**config.mk**
```make
export PLATFORM = sky130hd
export DESIGN_NAME = memwb_stage_param
export DESIGN_NICKNAME = d
export VERILOG_FILES = /design/src/rtl/memwb_stage_param.sv
export SDC_FILE = /design/constraint.sdc
export NUM_CORES = 1
export LEC_CHECK = 0
export CORE_UTILIZATION = 40
export DETAILED_ROUTE_END_ITERATION = 16
export PLACE_DENSITY = 0.81
export SLEW_MARGIN = 20
export SYNTH_ARGS = -nofsm -noshare
export SYNTH_HDL_FRONTEND = slang
export SYNTH_SLANG_ARGS = --single-unit
export TNS_END_PERCENT = 10
```
**constraint.sdc**
```tcl
create_clock -name clk -period 2.1 [get_ports clk]
set_input_delay 0.21 -clock clk [delete_from_list [all_inputs] [get_ports clk]]
set_output_delay 0.21 -clock clk [all_outputs]
set_load 0.05 [all_outputs]
```
**src/rtl/memwb_stage_param.sv**
```systemverilog
// MEM/WB pipeline register with flush, x0 suppression, a forwarding tap
// and saturating bubble/hold counters.
module memwb_stage_param #(
    parameter int DATA_W            = 32,
    parameter int ADDR_W            = 5,
    parameter int STALL_W           = 6,
    parameter int STAGE             = 4,
    parameter int CNT_W             = 16,
    parameter int ZERO_REG_SUPPRESS = 1
) (
    input  logic              clk,
    input  logic              rst,
    input  logic [STALL_W-1:0] stall,
    input  logic              flush,
    input  logic              cnt_clr,
    input  logic              mem_rd_enable,
    input  logic [ADDR_W-1:0] mem_rd_addr,
    input  logic [DATA_W-1:0] mem_rd_num,
    output logic              wb_rd_enable,
    output logic [ADDR_W-1:0] wb_rd_addr,
    output logic [DATA_W-1:0] wb_rd_num,
    output logic              fwd_valid,
    output logic [ADDR_W-1:0] fwd_addr,
    output logic [DATA_W-1:0] fwd_num,
    output logic [CNT_W-1:0]  bubble_cnt,
    output logic [CNT_W-1:0]  hold_cnt
);

    if (STAGE < 0 || STAGE >= STALL_W) begin : g_bad_stage
        $error("memwb_stage_param: STAGE must be in [0, STALL_W)");
    end
    if (CNT_W < 1) begin : g_bad_cnt
        $error("memwb_stage_param: CNT_W must be >= 1");
    end
    if (DATA_W < 1 || ADDR_W < 1) begin : g_bad_width
        $error("memwb_stage_param: DATA_W and ADDR_W must be >= 1");
    end

    localparam logic [CNT_W-1:0] CNT_MAX = '1;

    logic s_here;
    logic s_next;
    logic is_bubble;
    logic is_hold;
    logic cap_enable;
    logic stall_unused;

    assign s_here = stall[STAGE];

    // The last stage in the vector has no downstream stall bit.
    if (STAGE + 1 < STALL_W) begin : g_next
        assign s_next = stall[STAGE+1];
    end else begin : g_last
        assign s_next = 1'b0;
    end

    assign stall_unused = ^stall;

    assign is_bubble = s_here && !s_next;
    assign is_hold   = s_here && s_next;

    // A write to x0 has no architectural effect, so drop its enable.
    assign cap_enable = mem_rd_enable &&
                        !((ZERO_REG_SUPPRESS != 0) && (mem_rd_addr == '0));

    // Pipeline register: flush > bubble > hold > advance.
    always_ff @(posedge clk or negedge rst) begin
        if (!rst) begin
            wb_rd_enable <= 1'b0;
            wb_rd_addr   <= '0;
            wb_rd_num    <= '0;
        end else if (flush || is_bubble) begin
            wb_rd_enable <= 1'b0;
            wb_rd_addr   <= '0;
            wb_rd_num    <= '0;
        end else if (!is_hold) begin
            wb_rd_enable <= cap_enable;
            wb_rd_addr   <= mem_rd_addr;
            wb_rd_num    <= mem_rd_num;
        end
    end

    // Saturating bubble/hold counters; clear wins, flush suppresses counting.
    always_ff @(posedge clk or negedge rst) begin
        if (!rst) begin
            bubble_cnt <= '0;
            hold_cnt   <= '0;
        end else if (cnt_clr) begin
            bubble_cnt <= '0;
            hold_cnt   <= '0;
        end else if (!flush) begin
            if (is_bubble && bubble_cnt != CNT_MAX) begin
                bubble_cnt <= bubble_cnt + 1'b1;
            end
            if (is_hold && hold_cnt != CNT_MAX) begin
                hold_cnt <= hold_cnt + 1'b1;
            end
        end
    end

    assign fwd_valid = wb_rd_enable && (wb_rd_addr != '0);
    assign fwd_addr  = wb_rd_addr;
    assign fwd_num   = wb_rd_num;

endmodule

```
# After elaboration in Yosys (flattened, before gate mapping)
# Index checks and enable logic that the tools add are counted.
# totals
ff_bits,70
inputBits,48
word_cells,38
# op_classes
addsub,2
eq_ne,4
muxes,12
n_reduce_logical,15
# op_table
op,count
2-to-1 mux 16 bit,6
2-to-1 mux 32 bit,2
"adder 16 x 1 -> 16 bit, second input constant",2
"!= test 16 bit, second input constant",2
2-to-1 mux 5 bit,2
logical AND 1 bit,6
logical NOT 5 bit,1
nonzero test 5 bit,1
"!= test 2 x 1 -> 1 bit, second input constant",2
AND reduction 2 bit,2
nonzero test 2 bit,2
logical NOT 1 bit,2
2-to-1 mux 1 bit,2
logical OR 1 bit,1

# Longest topological paths before layout
# Gate-level depths: netlist of the first run.
# logic_depth
ltp_word,6
depth_mapped,5

# Worst setup path after synthesis of the first run
# OpenSTA, ideal clock, no wires.
# synth_timing
path_kind,register -> register
start,register bubble_cnt[0]
end,register bubble_cnt[14]
setup_time_ns,0.120
arrival_ns,2.060
required_ns,1.980
path_slack_ns,-0.080
path_stages_with_launch,6
n_path_buf,0
path_cell_list,dfrtp_1 -> ha_1 -> and4bb_2 -> nand2_1 -> or4b_2 -> o211a_1
# synth_between
elab_chain_len,4
# synth_lines
element,line_no,text
start: declaration,25,"output logic [CNT_W-1:0] bubble_cnt,"
start signal: assignment,93,bubble_cnt <= bubble_cnt + 1'b1;
adder 16 x 1 -> 16 bit or != test 16 bit (tied branches),"93, 92",
2-to-1 mux 16 bit or logical AND 1 bit (tied branches),92,if (is_bubble && bubble_cnt != CNT_MAX) begin
2-to-1 mux 16 bit or nonzero test 2 bit (tied branches),n/a,
2-to-1 mux 16 bit or AND reduction 2 bit (tied branches),n/a,
# Parallel ways exist; a longest one is shown, timed or not. The select of a mux whose other input is x is not followed.
# A chain may end at the register's enable or synchronous reset.

# Worst setup path after layout of the first run
# layout_timing
start,register bubble_cnt[1]
end,register bubble_cnt[7]
# The elaborated chain is that of the path after synthesis.

==> results of run 1 <==
## placed cells by master, fill, tap and decap left out, types with 2 or more instances in the layout
| cell | synthesis | layout |
|---|---|---|
| clkinvlp_4 | 0 | 2 |
| or4_1 | 9 | 9 |
| nand3_1 | 9 | 9 |
| buf_12 | 0 | 2 |
| a22o_1 | 37 | 37 |
| a31oi_1 | 2 | 2 |
| o21ai_0 | 8 | 8 |
| or3_1 | 11 | 11 |
| nor2b_1 | 6 | 6 |
| o311ai_0 | 2 | 2 |
| nand4_1 | 11 | 11 |
| clkinv_2 | 0 | 4 |
| nand2_1 | 14 | 14 |
| nor4_1 | 4 | 4 |
| clkbuf_8 | 0 | 9 |
| clkdlybuf4s50_1 | 0 | 149 |
| and4_1 | 2 | 2 |
| dfrtp_2 | 0 | 2 |
| nor3_1 | 6 | 6 |
| mux2i_1 | 2 | 2 |
| and3_1 | 5 | 5 |
| dfrtp_1 | 70 | 68 |
| o41ai_1 | 3 | 3 |
| mux2_2 | 6 | 6 |
| o31ai_1 | 10 | 10 |
| inv_1 | 5 | 5 |
| ha_1 | 2 | 2 |
| a21oi_1 | 19 | 19 |
| buf_4 | 37 | 19 |
| nor2_1 | 16 | 15 |
## worst max-delay path: cells and delay by family, from the launching register on
family	cells	cell delay, ns
mux	1	0.34
fa+ha+maj	1	0.24
simple gates	3	0.78
flops	1	0.44
## cell families (layout without fill, tap and decap cells)
group / Yosys count / count (layout) / share of synthesized area
adders and majority gates: 2 / 2 / 0.00725
buffers and inverters: 54 / 193 / 0.0989
muxes: 8 / 8 / 0.0254
DFF: 70 / 70 / 0.507
AOI/OAI and AO/OA: 87 / 87 / 0.186
and+or+nand+nor: 103 / 103 / 0.175
## area by class of cell
type	instances	area share
Sequential cell	70	0.341
Timing Repair Buffer	172	0.328
Multi-Input combinational cell	200	0.265
Tap cell	105	0.0255
Clock buffer	9	0.0241
Clock inverter	7	0.0126
Inverter	5	0.00365
## per-stage QoR
| step | power (mW) | util | TNS [ns] | setup WS (ns) | cell area (um^2) |
|---|---|---|---|---|---|
| 4_1_cts | 3.13 | 0.620 | 0 | 0.196 | 5140 |
| 6_report | 3.11 | 0.620 | 0 | 0.196 | 5140 |
| 5_1_grt | 3.23 | 0.620 | 0 | 0.102 | 5140 |
| 3_5_place_dp | 2.08 | 0.596 | -0.181 | -0.0455 | 4950 |
| 2_1_floorplan | 1.82 | - | 0 | 0.00291 | 3460 |
| 3_3_place_gp | 2.07 | 0.596 | -0.0213 | -0.0213 | 4950 |
## power groups by stage
stage	Combinational, mW	Clock, mW	Sequential (mW)
3_5_place_dp	0.630	0	1.45
6_report	0.628	1.06	1.42
2_1_floorplan	0.250	0	1.57
4_1_cts	0.633	1.07	1.42
5_1_grt	0.662	1.14	1.43
3_3_place_gp	0.622	0	1.44
## timing repair
action	in CTS	in global routing
endpoints found under the hold margin	70	0
hold buffers	1	0
gates resized for setup	0	0
setup endpoints to repair	0	0
## state kept, by name (all words and copies together) (netlist names)
name,flops
fwd_num,32
bubble_cnt,16
hold_cnt,16
fwd_addr,5
wb_rd_enable,1
## worst paths after layout
| path | start | to | slack [ns] |
|---|---|---|---|
| worst max register to register | bubble_cnt[1]$_DFFE_PN0P_ | bubble_cnt[7]$_DFFE_PN0P_ | 0.20 |
| worst min-delay path | rst | fwd_num[7]$_DFFE_PN0P_ | 0.42 |
| worst max-delay path | bubble_cnt[1]$_DFFE_PN0P_ | bubble_cnt[7]$_DFFE_PN0P_ | 0.20 |
| worst min register to register | hold_cnt[6]$_DFFE_PN0P_ | hold_cnt[6]$_DFFE_PN0P_ | 0.53 |
| max in group asynchronous | rst | bubble_cnt[0]$_DFFE_PN0P_ | 1.38 |
| min in group clk | mem_rd_num[15] | fwd_num[15]$_DFFE_PN0P_ | 0.46 |
## routing by layer
layer	vias up	routed length (um)
met5	-	0
met1	1547	4130
met4	0	184
met3	15	413
li1	1462	-
met2	102	4810
==> run metrics, run 1 <==
Seq pwr share 0.457; HP Class input port to async pin; area grow syn2layout 49.0%; R2R cell count 5; total number of vias 3126; power density over cell area 604 nW/um^2; status finished, final reports clean; final hold violation count 0; Post-synth ARST share 1.00; Slowest-stage cell, CP dfrtp_2; sequential share of the synthesized area 0.507; count of final max-slew check failures 0; Routed Antenna Nets 0; First-pass DRT Iterations 4; leakage power 2.11 nW; global route overflow 0; Worst VDD drop 0.421 mV; final worst path period need 1.90 ns; first-pass GRT wire length 15200 um; CP endpoint kind flop; RSZ-0062 raised after global routing no; sw frac 0.304; commonest cells in the netlist dfrtp_1, a22o_1, buf_4; Syn Nets 374; routability congestion estimate 0.885; drt wl/cell 16.8 um; Longest Clk Path Bufs 2; Yosys top cell area share 0.507; via-per-instance ratio 5.50; GR Util met1 0.295; DP Wirelength 6940 um; I/O pin count 156; Post-Syn Area 3450 um^2; synth warn 0; CTS tree built; Worst Tran Pin Value 0.558 ns; GR Util met3 0.0306; Iter 0 DRT Violations 81; syn_area_per_cell 10.7 um^2; biggest cell delay along the critical path 0.44 ns; cell internal pwr 2.16 mW; share of cells above drive strength 1 0.117; Comb power frac 0.202; core area 8300 um^2; Multi-input gate area 1360 um^2; Req. time, crit path 2.32 ns; vias in the first global route 3053; Rows 33; critical path peak fanout 7; Final Net Count 508; Post-synth EDFFs 0; Synth area leaders dfrtp_1, a22o_1, buf_4, a21oi_1, o31ai_1; Initial Util 0.416; number of H-tree levels 3; CP Data Arrival Time 2.13 ns; floorplan die height 94.9 um; clk slew on worst S/H paths 0.08 ns; final period utilization 0.907; Synth cell types 42; met2 Use GR 0.352; max_slew headroom 0.627; sequential cell area 1750 um^2; Startpoint Class flop; Fin Hold WS 0.416 ns; initial antenna violation count 0; cts bufs inserted 9; wirelength, routed 9540 um; top_reg_cell synth dfrtp_1; critical path class flop to flop; IO buf count 151; GR peak layer met2; CTS root buffer clkbuf_8; Final Setup Violations 0; Die W 94.9 um; die footprint 9010 um^2; leading cell type by number of instances after synthesis dfrtp_1; Filler cells 677; Ant. Diodes 0; CP most frequent cell nand4_1; Setup Fix Bufs, Post-CTS 0; GRT Total Usage 0.218; clock group share of total power 0.341; Max Clock Freq 525 MHz; Cells after Synth 324; Sink Count 70; Yosys reg bits 70; Non-Filler Instances 568; largest net degree at the start of global routing 71; CP cell instances ha_1 -> nand4_1 -> or3_1 -> nand4_1 -> mux2_2; dpl cells 551; Yosys top cell by area dfrtp_1; Setup Skew 0.00965 ns; Psw 944 uW; DRC errors left 0; Clock Latency Late Sink 0.34 ns; Max-Cap Viols 0
(Power assumes the default switching activity.)
==> run 2: changes to the inputs <==
- CORE_UTILIZATION: 40 -> 42
- PLACE_DENSITY: 0.81 -> 0.8
==> run metrics, run 2 (synthesis results as in run 1) <==
most common cell after layout, fill and taps aside clkdlybuf4s50_1; max_slew headroom 0.649 (+0.0220); Clock Latency Late Sink 0.34 ns (about the same); Startpoint Class flop; dpl ws -0.0429 ns (+0.00255 ns); Sink Count 70 (unchanged); IO buf count 151 (unchanged); initial antenna violation count 0 (unchanged); Final Net Count 506 (-0.39%); power density over cell area 590 nW/um^2 (-2.3%); final hold violation count 0 (unchanged); core area 7850 um^2 (-5.4%); I/O pin count 156 (unchanged); Largest register FFs 32 (unchanged); drt wl/cell 16.9 um (+0.80%); DRC errors left 0 (unchanged); most frequent cells in the layout clkdlybuf4s50_1, dfrtp_1, a22o_1, a21oi_1, buf_4; Longest Clk Path Bufs 2 (unchanged); Setup Skew 0.00612 ns (-0.00354 ns); Initial Util 0.440 (+0.0239); Worst Tran Pin Value 0.526 ns (-0.0328 ns); Placed Area 4940 um^2 (-0.13%); routability congestion estimate 0.887 (+0.23%); number of H-tree levels 3 (unchanged); via-per-instance ratio 5.52 (+0.31%); CP Data Arrival Time 2.22 ns (+0.09 ns); die footprint 8590 um^2 (-4.7%); fin worst setup slack 0.153 ns (-0.0426 ns); total power 3.02 mW (-2.7%); CP endpoint kind flop; area grow syn2layout 48.4%; total number of vias 3108 (-0.58%); HP Class input port to async pin; Max Clock Freq 514 MHz (-2.2%); final period utilization 0.927 (+0.0203); Routed Antenna Nets 0 (unchanged); post-layout util 0.653 (+0.0330); Setup Fix Bufs, Post-CTS 0 (unchanged); GRT Total Usage 0.228 (+0.0104); final worst path period need 1.95 ns (+0.0426 ns); largest net degree at the start of global routing 71 (unchanged); Worst VDD drop 0.331 mV (-21%); DP Wirelength 6920 um (-0.26%); RSZ-0062 raised after global routing no; CTS tree built; vias in the first global route 3050 (-0.098%); share of cells above drive strength 1 0.113 (-0.00383); Critical Path Start hold_cnt[0]$_DFFE_PN0P_; critical path peak fanout 5 (-2); leakage power 2.10 nW (-0.49%); Reg-to-Reg Start hold_cnt[0]$_DFFE_PN0P_; Setup TNS 0 ns (unchanged); wirelength, routed 9530 um (about the same); Die W 92.7 um (-2.4%); count of final max-slew check failures 0 (unchanged); cts bufs inserted 9 (unchanged); floorplan die height 92.7 um (-2.4%); Iter 0 DRT Violations 124 (+53%); Filler cells 639 (-5.6%); worst flop-to-flop path endpoint hold_cnt[12]$_DFFE_PN0P_; global route overflow 0 (unchanged); Req. time, crit path 2.37 ns (+0.05 ns); Final Setup Violations 0 (unchanged); setup slack, reg-to-reg 0.15 ns (-0.04 ns); clk slew on worst S/H paths 0.08 ns (about the same); critical path class flop to flop; dpl cells 546 (-0.91%); first-pass GRT wire length 15300 um (+0.86%); post-route cell area 5120 um^2 (-0.41%); Rows 32 (-3.0%); Non-Filler Instances 563 (-0.88%); R2R cell count 5 (unchanged); Max-Cap Viols 0 (unchanged); CTS root buffer clkbuf_8; Fin Hold WS 0.399 ns (-0.0171 ns); First-pass DRT Iterations 4 (unchanged); Ant. Diodes 0 (unchanged); status finished, final reports clean
run 2: changes by cell type in the layout (fill, tap and decap cells not counted):
| cell | before | now |
|---|---|---|
| buf_4 | 19 | 16 |
| clkinv_4 | 0 | 3 |
| clkinvlp_4 | 2 | 0 |
| buf_12 | 2 | 3 |
| bufinv_16 | 1 | 0 |
| clkinv_2 | 4 | 3 |
| inv_6 | 0 | 1 |
run 2: cell type report:
cell class | count | area [um^2] | area share
flip-flops and latches | 70 | 1750 | 0.342
repair buffers | 170 | 1690 | 0.329
multi-input cells | 200 | 1360 | 0.266
well taps | 102 | 128 | 0.0249
clock buffers | 9 | 124 | 0.0242
clock inverters | 7 | 50.0 | 0.00977
inverters | 5 | 18.8 | 0.00366
run 2: per-layer routing:
layer  up-vias  track usage  part of all wire
met5         -            0                 0
met4         0       0.0821             0.015
met3        13       0.0361             0.050
met2       103        0.393              0.51
met1      1529        0.289              0.42
li1       1463            -                 -
run 2: worst max-delay path, cell delays in order (launching register included):
cell and delay, ns:
dfrtp_1 0.45, ha_1 0.23, nand3_1 0.16, or3_1 0.39
or4_1 0.50, a21oi_1 0.15
run 2: how the worst max path moves through the flow:
| stage | cells after the start | slack [ns] | to |
|---|---|---|---|
| 6_report | 5 | 0.15 | hold_cnt[12]$_DFFE_PN0P_ |
| 5_1_grt | 6 | 0.04 | hold_cnt[10]$_DFFE_PN0P_ |
| 4_1_cts | 5 | 0.16 | hold_cnt[12]$_DFFE_PN0P_ |
| 3_5_place_dp | 5 | -0.04 | hold_cnt[13]$_DFFE_PN0P_ |
| 3_3_place_gp | 5 | 0.002 | hold_cnt[13]$_DFFE_PN0P_ |
| 2_1_floorplan | 4 | 0.003 | hold_cnt[13]$_DFFE_PN0P_ |
run 2: power breakdown:
part / switching, mW / total (mW) / internal, mW
Sequential: 0.0385 / 1.42 / 1.38
Clock: 0.539 / 0.971 / 0.432
Combinational: 0.388 / 0.629 / 0.241
run 2: timing repair:
item,in CTS,in global routing
hold buffers,1,0
gates resized for setup,0,0
endpoints found under the hold margin,70,0
